`config.mk`:
```
export PLATFORM = sky130hd
export DESIGN_NAME = aac_pcm_writer_flat
export DESIGN_NICKNAME = d
export VERILOG_FILES = /design/src/rtl/aac_axi_pkg.sv /design/src/rtl/aac_pcm_writer_if.sv /design/src/rtl/aac_sync_fifo.sv /design/src/rtl/aac_pcm_writer.sv /design/src/flat_wrapper.sv
export SDC_FILE = /design/constraint.sdc
export NUM_CORES = 1
export LEC_CHECK = 0
export ABC_AREA = 0
export CORE_MARGIN = 2
export CORE_UTILIZATION = 50
export CTS_CLUSTER_DIAMETER = 200
export DETAILED_ROUTE_END_ITERATION = 8
export PLACE_DENSITY = 0.71
export SETUP_SLACK_MARGIN = 0.5
export SYNTH_ARGS = -nofsm -noshare
export SYNTH_HDL_FRONTEND = slang
export SYNTH_HIERARCHICAL = 1
export SYNTH_SLANG_ARGS = --single-unit
```
`constraint.sdc`:
```
create_clock -name aclk -period 12.6 [get_ports aclk]
set_input_delay 1.89 -clock aclk [delete_from_list [all_inputs] [get_ports aclk]]
set_output_delay 1.89 -clock aclk [all_outputs]
set_load 0.05 [all_outputs]
```
`src/rtl/aac_axi_pkg.sv`:
```
// aac_axi_pkg: shared FSM encoding, AXI response codes and buffer defaults for the PCM writer
package aac_axi_pkg;

    typedef logic [1:0] state_t;

    localparam state_t IDLE = 2'd0;
    localparam state_t ADDR = 2'd1;
    localparam state_t DATA = 2'd2;

    localparam logic [1:0] OKAY   = 2'b00;
    localparam logic [1:0] EXOKAY = 2'b01;
    localparam logic [1:0] SLVERR = 2'b10;
    localparam logic [1:0] DECERR = 2'b11;

    localparam logic [15:0] DEF_BUF_WORDS = 16'd1024;

endpackage

```
`src/rtl/aac_pcm_writer_if.sv`:
```
// aac_pcm_writer_if: PCM input stream plus single-beat write request/response towards the write master
interface aac_pcm_writer_if;

    logic [31:0] pcm_data;
    logic        pcm_valid;
    logic        pcm_ready;
    logic [31:0] wr_addr;
    logic [31:0] wr_data;
    logic        wr_addr_valid;
    logic        wr_data_valid;
    logic        wr_resp_valid;
    logic [1:0]  wr_resp;

    modport master (
        input  pcm_data, pcm_valid, wr_resp_valid, wr_resp,
        output pcm_ready, wr_addr, wr_data, wr_addr_valid, wr_data_valid
    );

    modport slave (
        output pcm_data, pcm_valid, wr_resp_valid, wr_resp,
        input  pcm_ready, wr_addr, wr_data, wr_addr_valid, wr_data_valid
    );

endinterface

```
`src/rtl/aac_sync_fifo.sv`:
```
// aac_sync_fifo: registered synchronous FIFO; head shows the oldest entry, level counts occupancy
module aac_sync_fifo #(
    parameter int DEPTH = 8,
    parameter int AW    = 3,
    parameter int DW    = 32
) (
    input  logic          aclk,
    input  logic          aresetn,
    input  logic          push,
    input  logic          pop,
    input  logic [DW-1:0] din,
    output logic [DW-1:0] head,
    output logic [AW:0]   level,
    output logic          full,
    output logic          empty
);

    logic [DW-1:0] mem [DEPTH];
    logic [AW-1:0] wp;
    logic [AW-1:0] rp;

    assign head  = mem[rp];
    assign full  = level == (AW+1)'(DEPTH);
    assign empty = level == '0;

    // storage needs no reset; only the pointers define validity
    always_ff @(posedge aclk) begin
        if (push) mem[wp] <= din;
    end

    // pointer and occupancy bookkeeping; simultaneous push/pop keeps the level
    always_ff @(posedge aclk or negedge aresetn) begin
        if (!aresetn) begin
            wp    <= '0;
            rp    <= '0;
            level <= '0;
        end else begin
            wp    <= wp + AW'(push);
            rp    <= rp + AW'(pop);
            level <= level + (AW+1)'(push) - (AW+1)'(pop);
        end
    end

endmodule

```
`src/rtl/aac_pcm_writer.sv`:
```
// aac_pcm_writer: buffers PCM words and writes them one at a time into a circular memory buffer
module aac_pcm_writer
    import aac_axi_pkg::*;
#(
    parameter int FIFO_DEPTH = 8,
    parameter int FIFO_AW    = 3,
    parameter int ERR_W      = 8
) (
    input  logic                 aclk,
    input  logic                 aresetn,
    input  logic                 start,
    input  logic [31:0]          buf_base,
    input  logic [15:0]          buf_words,
    aac_pcm_writer_if.master     bus,
    output logic [FIFO_AW:0]     fifo_level,
    output logic [15:0]          words_written,
    output logic [ERR_W-1:0]     err_count,
    output logic                 wrap_pulse,
    output logic                 busy
);

    state_t      state;
    logic [31:0] ptr;
    logic [15:0] offset;
    logic        pend;
    logic        en;
    logic [31:0] head;
    logic        full;
    logic        empty;
    logic        push;
    logic        done;
    logic        reload;
    logic        wrap;
    logic [16:0] off_inc;
    logic [16:0] off_lim;
    logic [15:0] nxt_off;
    logic [31:0] base_al;
    logic [31:0] nxt_ptr;

    aac_sync_fifo #(.DEPTH(FIFO_DEPTH), .AW(FIFO_AW), .DW(32)) u_fifo (
        .aclk   (aclk),
        .aresetn(aresetn),
        .push   (push),
        .pop    (done),
        .din    (bus.pcm_data),
        .head   (head),
        .level  (fifo_level),
        .full   (full),
        .empty  (empty)
    );

    assign bus.pcm_ready     = en & ~full;
    assign push              = bus.pcm_valid & bus.pcm_ready;
    assign bus.wr_addr_valid = state == ADDR;
    assign bus.wr_data_valid = state != IDLE;
    assign busy              = state != IDLE || !empty;

    // completion and next-pointer arithmetic; a zero length means the full 65536-word buffer
    always_comb begin
        base_al = {buf_base[31:2], 2'b00};
        off_inc = {1'b0, offset} + 17'd1;
        off_lim = buf_words == '0 ? 17'h10000 : {1'b0, buf_words};
        wrap    = off_inc == off_lim;
        nxt_off = wrap ? 16'd0 : off_inc[15:0];
        nxt_ptr = base_al + {14'd0, nxt_off, 2'b00};
        done    = state != IDLE && bus.wr_resp_valid;
        reload  = start || pend;
    end

    // pcm_ready stays low until the first clock after reset release
    always_ff @(posedge aclk or negedge aresetn) begin
        if (!aresetn) en <= 1'b0;
        else          en <= 1'b1;
    end

    // request FSM: latch head and pointer, present address for one cycle, hold data until completion
    always_ff @(posedge aclk or negedge aresetn) begin
        if (!aresetn) begin
            state       <= IDLE;
            bus.wr_addr <= '0;
            bus.wr_data <= '0;
        end else if (state == IDLE && !empty) begin
            bus.wr_addr <= start ? base_al : ptr;
            bus.wr_data <= head;
            state       <= ADDR;
        end else if (done) begin
            state <= IDLE;
        end else if (state == ADDR) begin
            state <= DATA;
        end
    end

    // write pointer: advance on completion, a start seen mid-request is deferred and wins over the advance
    always_ff @(posedge aclk or negedge aresetn) begin
        if (!aresetn) begin
            offset     <= '0;
            ptr        <= '0;
            pend       <= 1'b0;
            wrap_pulse <= 1'b0;
        end else begin
            wrap_pulse <= done && !reload && wrap;
            if (done) begin
                pend   <= 1'b0;
                offset <= reload ? 16'd0 : nxt_off;
                ptr    <= reload ? base_al : nxt_ptr;
            end else if (start && state == IDLE) begin
                offset <= '0;
                ptr    <= base_al;
            end else if (start) begin
                pend <= 1'b1;
            end
        end
    end

    // completion counters; the error count saturates instead of wrapping
    always_ff @(posedge aclk or negedge aresetn) begin
        if (!aresetn) begin
            words_written <= '0;
            err_count     <= '0;
        end else begin
            if (done) words_written <= reload ? 16'd0 : words_written + 16'd1;
            else if (start && state == IDLE) words_written <= '0;
            if (done && bus.wr_resp != OKAY && err_count != '1) err_count <= err_count + 1'b1;
        end
    end

endmodule

```
`src/flat_wrapper.sv`:
```
// flat-port wrapper written by rule: the top's interface ports become plain ports
module aac_pcm_writer_flat import aac_axi_pkg::*;
#(
    parameter int FIFO_DEPTH = 8,
    parameter int FIFO_AW    = 3,
    parameter int ERR_W      = 8
)
  (aclk, aresetn, start, buf_base, buf_words, fifo_level, words_written, err_count, wrap_pulse, busy, bus_pcm_data, bus_pcm_valid, bus_wr_resp_valid, bus_wr_resp, bus_pcm_ready, bus_wr_addr, bus_wr_data, bus_wr_addr_valid, bus_wr_data_valid);
  aac_pcm_writer_if bus_i ();
  input  logic aclk;
  input  logic aresetn;
  input  logic start;
  input  logic [31:0] buf_base;
  input  logic [15:0] buf_words;
  output logic [FIFO_AW:0] fifo_level;
  output logic [15:0] words_written;
  output logic [ERR_W-1:0] err_count;
  output logic wrap_pulse;
  output logic busy;
  input wire logic [$bits(bus_i.pcm_data)-1:0] bus_pcm_data;
  input wire logic [$bits(bus_i.pcm_valid)-1:0] bus_pcm_valid;
  input wire logic [$bits(bus_i.wr_resp_valid)-1:0] bus_wr_resp_valid;
  input wire logic [$bits(bus_i.wr_resp)-1:0] bus_wr_resp;
  output wire logic [$bits(bus_i.pcm_ready)-1:0] bus_pcm_ready;
  output wire logic [$bits(bus_i.wr_addr)-1:0] bus_wr_addr;
  output wire logic [$bits(bus_i.wr_data)-1:0] bus_wr_data;
  output wire logic [$bits(bus_i.wr_addr_valid)-1:0] bus_wr_addr_valid;
  output wire logic [$bits(bus_i.wr_data_valid)-1:0] bus_wr_data_valid;
  assign bus_i.pcm_data = bus_pcm_data;
  assign bus_i.pcm_valid = bus_pcm_valid;
  assign bus_i.wr_resp_valid = bus_wr_resp_valid;
  assign bus_i.wr_resp = bus_wr_resp;
  assign bus_pcm_ready = bus_i.pcm_ready;
  assign bus_wr_addr = bus_i.wr_addr;
  assign bus_wr_data = bus_i.wr_data;
  assign bus_wr_addr_valid = bus_i.wr_addr_valid;
  assign bus_wr_data_valid = bus_i.wr_data_valid;
  aac_pcm_writer #(.FIFO_DEPTH(FIFO_DEPTH), .FIFO_AW(FIFO_AW), .ERR_W(ERR_W)) u_core (.aclk(aclk), .aresetn(aresetn), .start(start), .buf_base(buf_base), .buf_words(buf_words), .bus(bus_i), .fifo_level(fifo_level), .words_written(words_written), .err_count(err_count), .wrap_pulse(wrap_pulse), .busy(busy));
endmodule
```
# --- Yosys cells after proc, flatten, opt, wreduce, memory -nomap -nowiden ---
# Memories as Yosys holds them, arrays and structs flattened. A register that Yosys moved wholly into a read port is not among the register bits.
# Index checks and enable logic that the tools add are counted.
# Widths: inputs -> output; s select.
word_totals:
  out_inout_bits: 97
  n_memories: 1
  regBits: 119
  ramBits: 256
memory_table:
  columns: ["name", "depth", "word_bits", "rd", "rd_ports_with_merged_regs", "wr", "line_no", "text"]
  rows:
  - ["u_core.u_fifo.mem", 8, 32, 1, 1, 1, "aac_sync_fifo.sv:18", "logic [DW-1:0] mem [DEPTH];"]
classes:
  n_addsub: 8
  n_bitwise: 3
  n_eq_ne: 5
  reduce_logical: 21
  mux: 19
op_table:
  columns: ["cell", "n"]
  rows:
  - ["$mux 32", 4]
  - ["$mux 16", 6]
  - ["$add 32x18->32", 1]
  - ["$add 16x1->17 const B", 1]
  - ["$eq 17x17->1", 1]
  - ["$mux 17", 1]
  - ["$add 16x1->16 const B", 1]
  - ["$logic_not 16->1", 1]
  - ["$add 8x1->8 const B", 1]
  - ["$ne 8x8->1 const B", 1]
  - ["$reduce_bool 2->1", 4]
  - ["$logic_and 1x1->1", 7]
  - ["$add 3x1->3", 2]
  - ["$mux 2", 3]
  - ["$mux 1", 5]
  - ["$add 4x1->4", 1]
  - ["$eq 4x4->1 const B", 1]
  - ["$logic_not 4->1", 1]
  - ["$sub 4x1->4", 1]
  - ["$logic_not 1->1", 3]
  - ["$reduce_bool 3->1", 1]
  - ["$and 1x1->1", 2]
  - ["$eq 2x1->1 const B", 1]
  - ["$logic_not 2->1", 1]
  - ["other kinds (4)", 5]

# --- Longest topological paths before layout ---
# Gate-level depths: netlist of run 1.
depth:
  word_depth: 7
  ltp_mapped: 27
  depth_no_buf: 23

# --- By module ---
# The synthesis of run 1 kept the hierarchy.
by_module_without_submodules:
  columns: ["module", "area_each_um2", "cells_each", "n_inst"]
  rows:
  - ["aac_sync_fifo", 10263.6, 418, 1]
  - ["aac_pcm_writer", 8040.2, 869, 1]

# --- Least setup slack after synthesis of run 1 ---
# Ideal clock, no wire load.
synth_path:
  kind: "input to register"
  start: "input port buf_words[5]"
  end: "register u_core.ptr[16]"
  arrival_time_ps: 6184
  required_time_ps: 12437
  cell_stages: 24
  path_slack_ps: 6253
  cell_sequence: "xor2_1 > a21oi_1 > mux2i_1 > or4_1 > or4b_1 > buf_4 > nor2_8 > buf_1 > nor2_1 > ha_1 > inv_1 > fa_1 > nor2b_1 > o21ai_0 > nand2b_1 > a21o_1 > a21o_1 > a31o_2 > maj3_1 > a22oi_4 > o21ai_0 > nor2_1 > xor2_1 > o221ai_1"
synth_between:
  elab_chain_len: 7
synth_lines:
  columns: ["item", "line_no", "text"]
  rows:
  - ["start, declared", "flat_wrapper.sv:14", "input logic [15:0] buf_words;"]
  - ["$logic_not 16->1", "aac_pcm_writer.sv:62", "off_lim = buf_words == '0 ? 17'h10000 : {1'b0, buf_words};"]
  - ["$mux 17 (*)", "aac_pcm_writer.sv:62", null]
  - ["$eq 17x17->1 (*)", "aac_pcm_writer.sv:63", "wrap = off_inc == off_lim;"]
  - ["$mux 16 (*)", "aac_pcm_writer.sv:64", "nxt_off = wrap ? 16'd0 : off_inc[15:0];"]
  - ["$add 32x18->32 (*)", "aac_pcm_writer.sv:65", "nxt_ptr = base_al + {14'd0, nxt_off, 2'b00};"]
  - ["$mux 32 (*)", "aac_pcm_writer.sv:105", "ptr <= reload ? base_al : nxt_ptr;"]
  - ["$mux 32 (*)", "aac_pcm_writer.sv:102", "if (done) begin"]
  - ["end signal, assigned", "aac_pcm_writer.sv:105", null]
  - ["end signal, assigned", "aac_pcm_writer.sv:108", "ptr <= base_al;"]
  - ["end, declared", "aac_pcm_writer.sv:23", "logic [31:0] ptr;"]
# Mark *: on every way between the ends. The rest lies on a longest branch, timed or not.
# A chain may end at the register's enable or synchronous reset.

# --- Worst setup path in the final report of run 1 ---
layout_path:
  start: "input port buf_words[8]"
  end: "register u_core.ptr[27]"
# Same word-level chain as after synthesis.

==> results.ini, run 1 <==
[min_path]
min_from = u_core/ptr[14]
holdPathEnd = u_core/ptr[14]
min_path_cells = 1
min_path_type = register to register

[logic_synthesis]
syn_area_sq_um = 18300
ys_types = 80
avgSynthCellArea_sq_um = 14.22
synth_edf_count = 256
ys_async_sr_fraction_pct = 36.48
synthesis.instances = 1287
synth_seq_area_share_pct = 62.10
synth_seq_cells = 403
yosysWarnings = 6
synth_ff_type = edfxtp_1

[floorplan]
fp.dieArea_sq_um = 38150
core.rowCount = 70
start_util_pct = 50.36
die_h_microns = 195.3
ios = 184
die_x_microns = 195.3
core_area_sq_um = 36350

[placement]
preCtsSetupSlack_ps = 4876
placed_area_sq_um = 20470
finalWeightedCongestion = 0.9156
io_buffer_count = 179
place_hpwl_microns = 24260
placed_cells_incl_taps = 1875

[power_and_ir_drop]
p_total_mw = 4.947
peakVddDrop_mv = 0.1670
p_leak_nw = 8.188
powerDensity_nw_per_um2 = 225.2

[critical_path]
cp_data_required_time_ps = 13070
critical_path_class = primary input to register
r2r-end = u_core/ptr[27]
critPathArrivalTime_ps = 7690
r2r_start = u_core/offset[0]
reg2regPathDepth = 21
end_kind = register
ff2ff_setup_slack_ps = 6090
critPathLaunchType = primary input
critPathMaxFanout = 10

[clock_tree]
htreeDepth = 2
hold_buffers = 0
cts_root_buffer = clkbuf_16
insertion_delay_ps = 550
clockBufferDepth = 3
clk_pin_slew_worst_paths_ps = 60
clock-sinks = 403
postCtsSetupRepairBufs = 0
cts_tree = done
cts_buffers = 43
post_cts_resize_count = 0

[sta]
fin_crit_sh_pct = 57.36
final_hold_viol_count = 0
setup_ws_ps = 5373
worst-slew-pin-transition_ps = 1137
fmax_mhz = 138.4
slew_violations = 0
relSlewSlack_pct = 23.71
min_period_ps = 7227
grt_setup_unrepaired = no
setup_viol = 0
tns_ps = 0
finClkSkew_ps = 17.48

[global_route]
grt_pass1_vias = 11400
grt_pass1_wl_microns = 64260
grt-ovfl-total = 0
antenna_found_initial = 1
gr-usage-all-layers_pct = 21.60
grt_max_degree = 79

[cells_and_area]
instances_no_fill = 1954
diodes = 0
final_area_sq_um = 21970
fin_nets = 1566
syn2layout_area_growth_pct = 20.01
drive_gt1_share_pct = 15.28
layout_common_cells = edfxtp_1 (256), clkdlybuf4s50_1 (177), dfrtp_1 (145)
layout_commonest_cell = edfxtp_1

[drt]
viasPerCell = 5.744
ant_nets = 0
drt_pass1_iterations = 5
vias = 11220
wl_per_cell_microns = 20.63
dr.first_iter.drc_count = 725
drc = 0
wirelength_microns = 40320

[run_status]
status = complete, no violations

[run]
maxCapViolations = 0

state kept, by name, indices dropped and copies added, names as in the netlist, 2 cells and up:
name / count
u_core/u_fifo/wp: 3
u_core/bus.wr_data: 32
u_core/bus.wr_addr: 30
u_core/err_count: 8
u_core/offset: 16
u_core/words_written: 16
u_core/u_fifo/rp: 3
u_core/u_fifo/level: 4
u_core/ptr: 30
u_core/u_fifo/mem: 256
u_core/state: 2
how the worst max path moves through the flow:
stage,start,end,slack (ps),depth (start not counted)
floorplan,buf_words[5],u_core/ptr[16],6250,24
global placement,buf_words[5],u_core/ptr[27],4940,21
detailed placement,buf_words[5],u_core/ptr[27],4880,21
CTS,buf_words[5],u_core/ptr[27],5440,21
global route,buf_words[5],u_core/ptr[27],5030,21
finish,buf_words[8],u_core/ptr[27],5370,20
cells in the mapped netlist (8+ instances only):
| library cell | instances | area (sq um) |
|---|---|---|
| a21o_1 | 10 | 75.07 |
| a21oi_1 | 61 | 305.3 |
| a31oi_1 | 10 | 62.56 |
| and3_1 | 18 | 112.6 |
| buf_1 | 9 | 33.78 |
| buf_2 | 13 | 65.06 |
| clkbuf_1 | 41 | 153.9 |
| dfrtp_1 | 147 | 3679 |
| edfxtp_1 | 256 | 7687 |
| ha_1 | 25 | 312.8 |
| inv_1 | 21 | 78.83 |
| mux2_2 | 58 | 653.1 |
| mux2i_1 | 32 | 320.3 |
| mux4_1 | 20 | 525.5 |
| mux4_2 | 44 | 991.0 |
| nand2_1 | 98 | 367.9 |
| nand2b_1 | 11 | 68.82 |
| nand3_1 | 20 | 100.1 |
| nand4_1 | 12 | 75.07 |
| nor2_1 | 87 | 326.6 |
| nor3_1 | 12 | 60.06 |
| o21ai_0 | 73 | 365.4 |
| o21ai_1 | 12 | 60.06 |
| o31ai_1 | 8 | 60.06 |
| xnor2_1 | 30 | 262.8 |
| xor2_1 | 35 | 306.5 |
area by class of cell:
class                      count  area [sq um]
clock inverter                29         376.6
fill                        2749         14380
clock buffer                  50          1122
sequential                   403         11370
inverter                      21         78.83
multi-input combinational    787          6515
timing repair buffer         196          1916
tap                          468         585.6
metrics by stage:
step	hold WS [ps]	utilization (%)
after CTS	478.9	60.44
final	475.7	60.44
after detailed placement	465.3	56.31
after global routing	503.5	60.44
after global placement	458.5	56.31
after floorplan	448.9	-
critical path, stage by stage:
cell	delay [ps]
clkdlybuf4s50_1	530
nor4_1	470
nand4_1	170
xor2_1	210
or4b_1	800
o21ai_0	490
inv_1	90
ha_1	280
a21o_1	110
a21oi_1	90
nor2_1	140
o31ai_1	130
a21oi_1	420
o22ai_1	190
nor4_2	380
o2111ai_2	260
a31oi_4	380
o211ai_2	150
or3_1	320
a31oi_1	170
where the power goes:
group | internal, mW | switching [mW] | leakage [nW]
sequential | 1.67 | 0.186 | 4.11
combinational | 0.735 | 1.02 | 3.36
clock | 0.808 | 0.521 | 0.725
total | 3.21 | 1.73 | 8.19
cell families (layout without fill, tap and decap cells):
family	Yosys count	after routing	share of synthesized area, %
compound gates	220	220	7.321
mux	161	161	14.18
xor+xnor	66	66	3.233
buf+inv	98	296	2.598
other cells	2	3	0.04103
fa+ha+maj	29	29	2.037
simple gates	308	308	8.497
flops	403	403	62.10
metal layers:
| metal | global-route usage, % | part of all wire [%] | wire length, microns |
|---|---|---|---|
| met1 | 30.86 | 45 | 18090 |
| met2 | 34.37 | 48 | 19180 |
| met3 | 3.610 | 5.1 | 2075 |
| met4 | 6.503 | 2.4 | 954 |
| met5 | 0 | 0.032 | 13 |
No activity file was read; power rests on OpenSTA's default activity.
==> run 2: changes to the inputs <==
==> constraint.sdc (replaced) <==
create_clock -name aclk -period 7.1 [get_ports aclk]
set_input_delay 1.065 -clock aclk [delete_from_list [all_inputs] [get_ports aclk]]
set_output_delay 1.065 -clock aclk [all_outputs]
set_load 0.05 [all_outputs]
==> results.ini, run 2 (same netlist as run 1, synthesis figures left out) <==
[placement]
place_hpwl_microns = 24540  ; +1.1%
io_buffer_count = 179  ; unchanged
preCtsSetupSlack_ps = 449.5  ; -4427 ps
finalWeightedCongestion = 0.9000  ; -1.7%
placed_cells_incl_taps = 1877  ; +0.11%

[floorplan]
start_util_pct = 50.36  ; unchanged
die_h_microns = 195.3  ; unchanged
core.rowCount = 70  ; unchanged
fp.dieArea_sq_um = 38150  ; unchanged
ios = 184  ; unchanged
core_area_sq_um = 36350  ; unchanged
die_x_microns = 195.3  ; unchanged

[sta]
min_period_ps = 6278
worst-slew-pin-transition_ps = 1149  ; +12.32 ps
final_hold_viol_count = 0  ; unchanged
relSlewSlack_pct = 22.89  ; -0.83 points
slew_violations = 0  ; unchanged
fin_crit_sh_pct = 88.43
finClkSkew_ps = 18.19  ; +0.7098 ps
fmax_mhz = 159.3
tns_ps = 0  ; unchanged
fin_hold_ws_ps = 477.1  ; +1.333 ps
grt_setup_unrepaired = no
setup_ws_ps = 821.7  ; -4551 ps
setup_viol = 0  ; unchanged

[clock_tree]
cts_tree = done
cts_root_buffer = clkbuf_16
htreeDepth = 2  ; unchanged
insertion_delay_ps = 560  ; about the same
cts_buffers = 43  ; unchanged
hold_buffers = 0  ; unchanged
clock-sinks = 403  ; unchanged
clockBufferDepth = 3  ; unchanged
clk_pin_slew_worst_paths_ps = 60  ; about the same

[critical_path]
critical_path_class = register to register
r2r-end = u_core/ptr[27]
ff2ff_setup_slack_ps = 820  ; -5270 ps
crit_family = simple AND/OR/NAND/NOR gates
crit_path_start = u_core/offset[0]
max_stage_delay_ps = 550  ; -250 ps
critPathLaunchType = register
r2r_start = u_core/offset[0]
worstSetupPathDepth = 21  ; +5.0%
critPathMaxFanout = 17  ; +7
cp_num_buf_inv = 2  ; unchanged
critPathArrivalTime_ps = 6770  ; -920 ps
crit_slowest_cell = or4b_1
end_kind = register
cp_data_required_time_ps = 7590  ; -5480 ps
reg2regPathDepth = 21  ; unchanged
endpoint = u_core/ptr[27]
cp_cell_sequence = ha_1 -> nand3_4 -> nor4_4 -> a21oi_1 -> or4_1 -> or4b_1 -> buf_4 -> nor2_8 -> nor2_1 -> ha_1 -> inv_1 -> nor2_1 -> o31ai_1 -> a21oi_1 -> o22ai_1 -> nor4_2 -> o2111ai_2 -> a31oi_4 -> o211ai_2 -> or3_1 -> a31oi_1

[drt]
dr.first_iter.drc_count = 776  ; +7.0%
met1Wirelength_microns = 17870  ; -1.2%
viasPerCell = 5.718  ; -0.44%
drt_pass1_iterations = 5  ; unchanged
drc = 0  ; unchanged
vias = 11200  ; -0.24%
route.met2.wl_microns = 18760  ; -2.2%
top_layer_used = met5
ant_nets = 0  ; unchanged
wl_per_cell_microns = 20.30  ; -1.6%
wirelength_microns = 39750  ; -1.4%
met3WireLength_microns = 2191  ; +5.6%

[cells_and_area]
instances_no_fill = 1958  ; +0.20%
largest-register = u_core/u_fifo/mem
layout_commonest_cell = edfxtp_1
drive_gt1_share_pct = 14.91  ; -0.37 points
fill_cells = 2759  ; +0.36%
reg_top3 = u_core/u_fifo/mem x256, u_core/bus.wr_data x32
largest_reg_flops = 256  ; unchanged
layout_common_cells = edfxtp_1 (256), clkdlybuf4s50_1 (177), dfrtp_1 (145)
final_core_util_pct = 60.20  ; -0.23 points
syn2layout_area_growth_pct = 19.55
fin_nets = 1568  ; +0.13%

[min_path]
min_path_type = register to register
min_from = u_core/ptr[3]

[power_and_ir_drop]
clkPwrFrac_pct = 25.5  ; -1.4 points
p_comb_share_pct = 36.0  ; +0.4 points
peakVddDrop_mv = 0.2688  ; +61%
intPower_mw = 5.549  ; +73%
p_sw_mw = 3.047  ; +76%
powerDensity_nw_per_um2 = 392.8  ; +74%
p_sw_share_pct = 35.45  ; +0.43 points
p_leak_nw = 8.143  ; -0.56%
seq_power_share_pct = 38.5  ; +0.9 points

[global_route]
antenna_found_initial = 2  ; +1
grt_max_degree = 82  ; +3.8%
grt_pass1_vias = 11250  ; -1.3%
grt-ovfl-total = 0  ; unchanged
grt_pass1_wl_microns = 63160  ; -1.7%
gr-usage-all-layers_pct = 21.23  ; -0.38 points

[run_status]
status = complete, no violations

[run]
maxCapViolations = 0  ; unchanged

run 2: how the worst min path moves through the flow:
stage                endpoint  cells past startpoint
6_report        u_core/ptr[3]                      2
2_1_floorplan  u_core/ptr[14]                      1
3_3_place_gp   u_core/ptr[14]                      1
4_1_cts        u_core/ptr[14]                      1
5_1_grt        u_core/ptr[14]                      1
3_5_place_dp   u_core/ptr[14]                      1
run 2: through the flow:
step / power (mW) / cell area, sq um
global route: 9.045 / 21880
detailed placement: 6.481 / 20480
floorplan: 5.519 / 18310
CTS: 8.694 / 21870
global placement: 6.402 / 20480
finish: 8.595 / 21880
run 2: cell type report:
type | instances | area, sq um | area share, %
multi-input combinational | 787 | 6520 | 29.80
timing repair buffer | 198 | 1931 | 8.823
tap | 468 | 585.6 | 2.676
clock buffer | 60 | 1180 | 5.392
sequential | 403 | 11370 | 51.98
inverter | 21 | 78.83 | 0.3602
antenna | 1 | 2.502 | 0.01144
clock inverter | 20 | 211.5 | 0.9663
run 2: routing by layer:
layer	vias to the layer above	GRT usage (%)
met5	-	0
met2	317	34.01
met3	57	3.713
met4	2	6.220
met1	5621	30.07
li1	5199	-
run 2: worst register-to-register path, stage by stage, from the launching register on:
cell and delay, ps:
dfrtp_1 480, ha_1 330, nand3_4 190, nor4_4 520
a21oi_1 70, or4_1 510, or4b_1 550, buf_4 220
nor2_8 270, nor2_1 80, ha_1 290, inv_1 60
nor2_1 160, o31ai_1 130, a21oi_1 430, o22ai_1 190
nor4_2 410, o2111ai_2 270, a31oi_4 420, o211ai_2 160
or3_1 320, a31oi_1 160
run 2: power groups by stage:
stage / clock, mW / combinational (mW) / sequential, mW
after global routing: 2.35 / 3.32 / 3.38
after CTS: 2.24 / 3.13 / 3.32
after floorplan: 0 / 1.59 / 3.92
after global placement: 0 / 3.06 / 3.34
after detailed placement: 0 / 3.12 / 3.36
final: 2.19 / 3.10 / 3.31
run 2: what timing repair did:
| action | CTS | global route |
|---|---|---|
| setup endpoints to repair | 0 | 5 |
| resized for setup | 0 | 2 |
| buffers inserted | 0 | 0 |
==> run 3: changes to the inputs <==
--- a/config.mk
+++ b/config.mk
@@ -6,11 +6,13 @@
 export NUM_CORES = 1
 export LEC_CHECK = 0
 export ABC_AREA = 0
+export CELL_PAD_IN_SITES_DETAIL_PLACEMENT = 1
+export CELL_PAD_IN_SITES_GLOBAL_PLACEMENT = 1
 export CORE_MARGIN = 2
-export CORE_UTILIZATION = 50
+export CORE_UTILIZATION = 48
 export CTS_CLUSTER_DIAMETER = 200
 export DETAILED_ROUTE_END_ITERATION = 8
-export PLACE_DENSITY = 0.71
+export PLACE_DENSITY_LB_ADDON = 0.1
 export SETUP_SLACK_MARGIN = 0.5
 export SYNTH_ARGS = -nofsm -noshare
 export SYNTH_HDL_FRONTEND = slang
==> results.ini, run 3 (same netlist as run 1, synthesis figures left out) <==
[floorplan]
core_area_sq_um = 37580  ; +3.4%
start_util_pct = 48.71  ; -1.6 points
die_h_microns = 199.3  ; +2.0%
core.rowCount = 71  ; +1.4%
die_x_microns = 199.3  ; +2.0%
ios = 184  ; unchanged
fp.dieArea_sq_um = 39710  ; +4.1%

[critical_path]
critPathLaunchType = register
end_kind = register
cp_cell_sequence = ha_2 -> nand3_4 -> or4_1 -> xor2_1 -> nor2_1 -> or4b_1 -> o21ai_0 -> inv_1 -> ha_1 -> a21o_1 -> a21oi_1 -> nor2_1 -> o31ai_1 -> a21oi_2 -> o22ai_1 -> nor4_2 -> o2111ai_2 -> a31oi_4 -> o211ai_2 -> or3_1 -> a31oi_1
crit_slowest_cell = or4_1
cp_num_buf_inv = 1  ; -1
crit_family = simple AND/OR/NAND/NOR gates
cp_data_required_time_ps = 7610  ; +20 ps
max_stage_delay_ps = 670  ; +120 ps
critical_path_class = register to register
critPathArrivalTime_ps = 6680  ; -90 ps
critPathMaxFanout = 10  ; -7
cp_common_cell = nor2_1

[sta]
worst-slew-pin-transition_ps = 1146  ; -3.179 ps
grt_setup_unrepaired = no
relSlewSlack_pct = 23.61  ; +0.73 points
tns_ps = 0  ; unchanged
setup_ws_ps = 929.1  ; +107.4 ps
setup_viol = 0  ; unchanged
fin_crit_sh_pct = 86.91  ; -1.5 points
finClkSkew_ps = 15.30  ; -2.898 ps
fmax_mhz = 162.1  ; +1.7%
slew_violations = 0  ; unchanged
min_period_ps = 6171  ; -107.4 ps
final_hold_viol_count = 0  ; unchanged

[drt]
wl_per_cell_microns = 22.67  ; +12%
drt_pass1_iterations = 5  ; unchanged
ant_nets = 0  ; unchanged
vias = 11450  ; +2.3%
dr.first_iter.drc_count = 612  ; -21%
viasPerCell = 5.706  ; -0.22%
drc = 0  ; unchanged
wirelength_microns = 45510  ; +14%

[run_status]
status = complete, no violations

[placement]
finalWeightedCongestion = 0.8505  ; -5.5%
place_hpwl_microns = 28140  ; +15%
placed_cells_incl_taps = 1923  ; +2.5%
io_buffer_count = 179  ; unchanged
preCtsSetupSlack_ps = 423.5  ; -26.02 ps

[power_and_ir_drop]
p_leak_nw = 8.280  ; +1.7%
p_comb_share_pct = 34.8  ; -1.2 points
seq_power_share_pct = 36.9  ; -1.6 points
peakVddDrop_mv = 0.2802  ; +4.2%
p_sw_mw = 3.199  ; +5.0%
intPower_mw = 5.846  ; +5.4%
clkPwrFrac_pct = 28.3  ; +2.8 points
p_sw_share_pct = 35.37  ; -0.079 points
powerDensity_nw_per_um2 = 406.6  ; +3.5%

[global_route]
antenna_found_initial = 3  ; +1
grt-ovfl-total = 0  ; unchanged
grt_pass1_wl_microns = 71060  ; +12%
grt_max_degree = 83  ; +1.2%
grt_pass1_vias = 12200  ; +8.4%
gr-usage-all-layers_pct = 23.75  ; +2.5 points

[clock_tree]
cts_tree = done
clk_pin_slew_worst_paths_ps = 60  ; about the same
post_cts_resize_count = 0  ; unchanged
postCtsSetupRepairBufs = 0  ; unchanged
clockBufferDepth = 3  ; unchanged
hold_buffers = 0  ; unchanged
cts_root_buffer = clkbuf_16
htreeDepth = 2  ; unchanged
cts_buffers = 44  ; +2.3%
insertion_delay_ps = 580  ; +20 ps
clock-sinks = 403  ; unchanged

[cells_and_area]
drive_gt1_share_pct = 16.20  ; +1.3 points
largest_reg_flops = 256  ; unchanged
layout_common_cells = edfxtp_1 (256), clkdlybuf4s50_1 (177), dfrtp_1 (144)
syn2layout_area_growth_pct = 21.53
largest-register = u_core/u_fifo/mem
reg_top3 = u_core/u_fifo/mem x256, u_core/bus.wr_data x32
fin_nets = 1572  ; +0.26%
layout_commonest_cell = edfxtp_1
instances_no_fill = 2007  ; +2.5%

[min_path]
min_path_type = register to register

[run]
maxCapViolations = 0  ; unchanged

run 3: final cells by class:
| type | count | area (sq um) |
|---|---|---|
| Antenna cell | 2 | 5.005 |
| Clock buffer | 49 | 1130 |
| Clock inverter | 33 | 520.5 |
| Fill cell | 3554 | 15330 |
| Inverter | 21 | 78.83 |
| Multi-Input combinational cell | 787 | 6546 |
| Sequential cell | 403 | 11370 |
| Tap cell | 511 | 639.4 |
| Timing Repair Buffer | 201 | 1953 |
run 3: metrics by stage:
stage                     instance area (sq um)  total power, mW  util [%]  hold WS [ps]
final                                     22250            9.045     59.20         483.8
after global routing                      22250            9.492     59.20         509.2
after CTS                                 22230            9.159     59.17         484.3
after detailed placement                  20580            6.548     54.78         470.8
after global placement                    20580            6.455     54.78         460.3
after floorplan                           18310            5.519         -         448.9
run 3: final timing paths:
path / start / endpoint / slack, ps / depth (start not counted)
max: u_core/offset[0] / u_core/ptr[27] / 930 / 21
min: u_core/ptr[10] / u_core/ptr[10] / 480 / 2
max reg2reg: u_core/offset[0] / u_core/ptr[27] / 930 / 21
max in group asynchronous: aresetn / u_core/u_fifo/rp[0] / 4950 / 2
min in group asynchronous: aresetn / u_core/bus.wr_data[6] / 580 / 1
min reg2reg: u_core/ptr[10] / u_core/ptr[10] / 480 / 2
run 3: power groups by stage:
stage | combinational, mW | sequential [mW] | clock, mW
final | 3.15 | 3.33 | 2.56
after global routing | 3.38 | 3.40 | 2.71
after CTS | 3.19 | 3.34 | 2.62
after detailed placement | 3.17 | 3.38 | 0
after global placement | 3.09 | 3.36 | 0
after floorplan | 1.59 | 3.92 | 0
run 3: worst register-to-register path, cell delays in order, from the launching register on:
cell and delay (ps):
dfrtp_1 520, ha_2 340, nand3_4 180, or4_1 680
xor2_1 280, nor2_1 80, or4b_1 550, o21ai_0 400
inv_1 80, ha_1 280, a21o_1 100, a21oi_1 90
nor2_1 210, o31ai_1 170, a21oi_2 300, o22ai_1 160
nor4_2 400, o2111ai_2 270, a31oi_4 380, o211ai_2 150
or3_1 320, a31oi_1 180
run 3: routing by layer:
metal | track usage (%) | share of wire (%) | vias up
met3 | 4.405 | 5.0 | 62
met4 | 7.380 | 2.0 | 2
met2 | 37.62 | 47 | 254
li1 | - | - | 5199
met5 | 0 | 0.018 | -
met1 | 33.52 | 45 | 5934
